==> src/rtl/uart_rx_sampler.sv <==
// uart_rx_sampler: 8N1 UART receiver with a two-flop synchroniser and mid-bit sampling.
// Define UART_RX_PARITY_EN to expect an even-parity bit between the data bits and the stop bit.
module uart_rx_sampler #(
  parameter int CLK_DIV   = 868,
  parameter int DATA_BITS = 8
) (
  input  logic                 clk,
  input  logic                 rst,
  input  logic                 RX,
  output logic [DATA_BITS-1:0] data,
  output logic                 Rx_valid,
  output logic                 Rx_busy,
  output logic                 frame_err,
  output logic                 parity_err
);

  localparam int CW = $clog2(CLK_DIV);
  localparam int BW = $clog2(DATA_BITS);
  localparam logic [CW-1:0] CNT_MAX  = CW'(CLK_DIV - 1);
  localparam logic [CW-1:0] CNT_HALF = CW'(CLK_DIV / 2 - 1);
  localparam logic [BW-1:0] IDX_LAST = BW'(DATA_BITS - 1);

  typedef enum logic [2:0] {
    IDLE      = 3'd0,
    START     = 3'd1,
    DATA      = 3'd2,
    PARITY    = 3'd3,
    STOP      = 3'd4,
    WAIT_IDLE = 3'd5
  } state_t;

  state_t               state;
  logic                 rx_meta;
  logic                 rx_s;
  logic                 rx_prev;
  logic [CW-1:0]        cnt;
  logic [BW-1:0]        bit_idx;
  logic [DATA_BITS-1:0] shift;
  logic                 cnt_wrap;
  logic                 par_bad;

  assign cnt_wrap = (cnt == CNT_MAX);

`ifdef UART_RX_PARITY_EN
  logic par_bit;
  // Even parity: data bits plus parity bit must XOR to zero.
  assign par_bad = ^{shift, par_bit};
`else
  assign par_bad = 1'b0;
`endif

  always_ff @(posedge clk or posedge rst) begin
    if (rst) begin
      rx_meta    <= 1'b1;
      rx_s       <= 1'b1;
      rx_prev    <= 1'b1;
      state      <= IDLE;
      cnt        <= '0;
      bit_idx    <= '0;
      shift      <= '0;
      data       <= '0;
      Rx_valid   <= 1'b0;
      Rx_busy    <= 1'b0;
      frame_err  <= 1'b0;
      parity_err <= 1'b0;
`ifdef UART_RX_PARITY_EN
      par_bit    <= 1'b0;
`endif
    end else begin
      rx_meta    <= RX;
      rx_s       <= rx_meta;
      rx_prev    <= rx_s;
      Rx_valid   <= 1'b0;
      frame_err  <= 1'b0;
      parity_err <= 1'b0;
      cnt        <= cnt_wrap ? '0 : cnt + 1'b1;

      case (state)
        IDLE: begin
          cnt <= '0;
          if (rx_prev && !rx_s) begin
            state   <= START;
            Rx_busy <= 1'b1;
          end
        end

        START: begin
          if (cnt == CNT_HALF) begin
            cnt     <= '0;
            bit_idx <= '0;
            if (!rx_s) begin
              state <= DATA;
            end else begin
              state   <= IDLE;
              Rx_busy <= 1'b0;
            end
          end
        end

        DATA: begin
          if (cnt_wrap) begin
            shift   <= {rx_s, shift[DATA_BITS-1:1]};
            bit_idx <= bit_idx + 1'b1;
            if (bit_idx == IDX_LAST) begin
`ifdef UART_RX_PARITY_EN
              state <= PARITY;
`else
              state <= STOP;
`endif
            end
          end
        end

`ifdef UART_RX_PARITY_EN
        PARITY: begin
          if (cnt_wrap) begin
            par_bit <= rx_s;
            state   <= STOP;
          end
        end
`endif

        STOP: begin
          if (cnt_wrap) begin
            if (rx_s) begin
              state   <= IDLE;
              Rx_busy <= 1'b0;
              if (par_bad) begin
                parity_err <= 1'b1;
              end else begin
                data     <= shift;
                Rx_valid <= 1'b1;
              end
            end else begin
              // Line stuck low (break): park until it returns high.
              frame_err  <= 1'b1;
              parity_err <= par_bad;
              state      <= WAIT_IDLE;
            end
          end
        end

        WAIT_IDLE: begin
          if (rx_s) begin
            state   <= IDLE;
            Rx_busy <= 1'b0;
          end
        end

        default: begin
          state   <= IDLE;
          Rx_busy <= 1'b0;
        end
      endcase
    end
  end

endmodule
==> config.mk <==
export PLATFORM = sky130hd
export DESIGN_NAME = uart_rx_sampler
export DESIGN_NICKNAME = d
export VERILOG_FILES = /design/src/rtl/uart_rx_sampler.sv
export SDC_FILE = /design/constraint.sdc
export NUM_CORES = 1
export LEC_CHECK = 0
export ABC_AREA = 1
export ABC_CLOCK_PERIOD_IN_PS = 3800
export CAP_MARGIN = 20
export CORE_MARGIN = 10
export CORE_UTILIZATION = 35
export CTS_BUF_LIST = sky130_fd_sc_hd__clkbuf_4
export CTS_CLUSTER_DIAMETER = 40
export DETAILED_ROUTE_END_ITERATION = 8
export GPL_TIMING_DRIVEN = 0
export PLACE_DENSITY_LB_ADDON = 0.05
export SYNTH_ARGS = -nofsm -noshare
export SYNTH_HDL_FRONTEND = slang
export SYNTH_SLANG_ARGS = --single-unit
export TNS_END_PERCENT = 20
==> constraint.sdc <==
create_clock -name clk -period 3.8 [get_ports clk]
set_input_delay 0.95 -clock clk [delete_from_list [all_inputs] [get_ports clk]]
set_output_delay 0.95 -clock clk [all_outputs]
set_load 0.02 [all_outputs]
==> results.cfg <==
[sta]
rsz0062_at_grt = no
relSlewSlack_pct = 48.9
period_share_pct = 60.2
setup_violations = 0
max_freq_mhz = 437
tightest_slew_ns = 0.766
tns_ns = 0
finalMaxSlewViolations = 0
layout_min_cycle_time_ns = 2.29
fin_skew_ns = 0.0108
final_hold_viol_count = 0

[setup_path]
reg2regPathDepth = 9
slowest_stage = clkdlybuf4s50_1
crit_fanout = 2
r2r-end = bit_idx[0]
worst_setup_path_start_kind = flop
arrival_ns = 1.34
path_cells = clkdlybuf4s50_1
slowest_delay_ns = 0.62
critPathTopFamily = buffers and inverters
rrSetupSlack_ns = 2.17
required_ns = 2.85
timing.rr.start = cnt[0]
crit_path_end_kind = primary output
path_class = flop to primary output
critPathBufInv = 1

[pwr]
power_density_mw_per_mm2 = 523
peakVddDrop_v = 0.000227
p_leak_nw = 0.992

[clocking]
cts_buffer_depth = 2
numCtsBuffers = 5
cts.sinks = 38
postCtsHoldBufs = 0
clock_latency_ns = 0.34
post_cts.repair.setup_buffers = 0
clk_pin_slew_worst_paths_ns = 0.12
root_buffer = clkbuf_4
cts_htree_levels = 2
tritoncts = done
post_cts_resized = 0

[die]
ios = 15
core_sq_mm = 0.00504
die_y_microns = 91.8
rows = 26
dieArea_sq_mm = 0.00844
initial_utilization_pct = 35.8
fp.dieW_microns = 91.8

[logic_synthesis]
ys_warn_count = 0
synthesis.nets = 209
syn_inst = 202
synth_cell_types = 29
syn_avg_cell_area_sq_um = 8.94
synth_edf_count = 0
synth.most_common_cell = nand2_1
synth-main-ff-cell = dfrtp_1
synth_common_cells = nand2_1 (53), dfrtp_1 (35), inv_1 (23)
async_flop_share_pct = 100
synth_area_leader_cell = dfrtp_1
ys_seq_area_share_pct = 52.8
synth.cell_area_sq_mm = 0.00181
synth_area_leaders = dfrtp_1 (48%), nand2_1 (11%), inv_1 (4.8%)
synth.top_cell.area_share_pct = 48.5
ys_ff_latch = 38

[cells_and_area]
postLayoutCellArea_sq_mm = 0.00213
multi_input_area_sq_um = 727
fin_nets = 229
insertedDiodeCount = 0
seq_area_sq_um = 955
stdcell_count = 293
area_growth_pct = 17.7
num-fill-cells = 504
drive_above_1_share_pct = 17.9

[global_route]
grt_pass1_wl_microns = 6230
grt_overflow = 0
grt_max_degree = 39
grt_pass1_vias = 1336
gr-usage-all-layers_pct = 9.02
antenna_found_initial = 0

[route]
ant_nets = 0
vias = 1315
routedWlPerCell_microns = 11.6
drt-initial-drc-count = 63
drc_errors = 0
viasPerCell = 4.49
wl_microns = 3400
drt_pre_antenna_iters = 4

[min_path]
whs_endpoint = rx_s
holdPathStages = 0
holdCritStartpoint = rx_meta
hp-class = flop to flop

[place]
hpwl_microns = 2620
globalplace.congestion = 0.868
place_area_sq_mm = 0.00202
port_buffers = 13
place_inst = 285

[flow_run]
max-cap-violations = 0

[run_status]
status = complete, no violations
## metrics by stage
| stage | power, mW | setup WS [ns] | utilization (%) | hold slack (ns) |
|---|---|---|---|---|
| floorplan | 0.715 | 1.99 | - | 0.345 |
| global placement | 0.784 | 1.14 | 40.1 | 0.347 |
| detailed placement | 0.791 | 1.80 | 40.1 | 0.348 |
| CTS | 1.13 | 1.47 | 42.2 | 0.365 |
| global route | 1.20 | 1.43 | 42.2 | 0.377 |
| finish | 1.11 | 1.51 | 42.2 | 0.363 |
## registers in the layout (all words and copies together) (netlist names), 3 cells and up
name / count
cnt: 10
shift: 8
bit_idx: 3
state: 3
data: 8
## cells in the final DEF, fill, tap and decap left out, types with 2 or more instances in the layout
cell type        instances
clkdlybuf4s50_1         13
inv_2                    3
nor3_1                   5
clkbuf_4                 5
buf_4                    2
nand3_1                  8
a21oi_1                  8
o21ai_2                  9
nor2_1                  17
inv_1                   22
nand2_1                 53
bufinv_16                2
dfrtp_1                 35
nor2_4                   4
o21ai_1                  5
nand2_2                  3
o21ai_0                  8
ha_1                     4
dfstp_2                  3
## layout make-up
class / instances / area share, %
Clock buffer: 5 / 1.77
Timing Repair Buffer: 13 / 6.12
Sequential cell: 38 / 44.9
Buffer: 4 / 1.47
Tap cell: 70 / 4.12
Inverter: 25 / 4.41
Clock inverter: 3 / 3.00
Multi-Input combinational cell: 135 / 34.2
## worst max path at each step
stage	startpoint	end	slack (ns)	depth (start not counted)
after floorplan	rst	Rx_busy	1.99	1
after global placement	rst	Rx_busy	1.14	2
after detailed placement	rst	Rx_busy	1.80	2
after CTS	data[7]	data[7]	1.47	1
after global routing	data[7]	data[7]	1.43	1
final	data[7]	data[7]	1.51	1
## layer usage
layer / vias up / GRT usage, % / part of all wire [%] / wire (microns)
li1: 677 / - / - / -
met1: 612 / 11.0 / 46 / 1560
met2: 24 / 14.4 / 49 / 1650
met3: 2 / 3.18 / 4.6 / 155
met4: 0 / 3.08 / 0.76 / 26
met5: - / 0 / 0 / 0
## report_power, final
| group | total [mW] | switching [mW] | internal [mW] |
|---|---|---|---|
| combinational | 0.306 | 0.208 | 0.0979 |
| sequential | 0.473 | 0.0326 | 0.441 |
| clock | 0.334 | 0.131 | 0.203 |
| total | 1.11 | 0.371 | 0.741 |
## kinds of logic after synthesis
logic type                 after synthesis  share of synthesized area (%)
AOI/OAI and AO/OA                       31                           10.7
adders and majority gates                4                           2.77
other                                    1                          0.208
and+or+nand+nor                         98                           26.1
DFF                                     38                           52.8
buffers and inverters                   29                           6.92
xor gates and xnor gates                 1                          0.485
No activity file was read; power rests on OpenSTA's default activity.
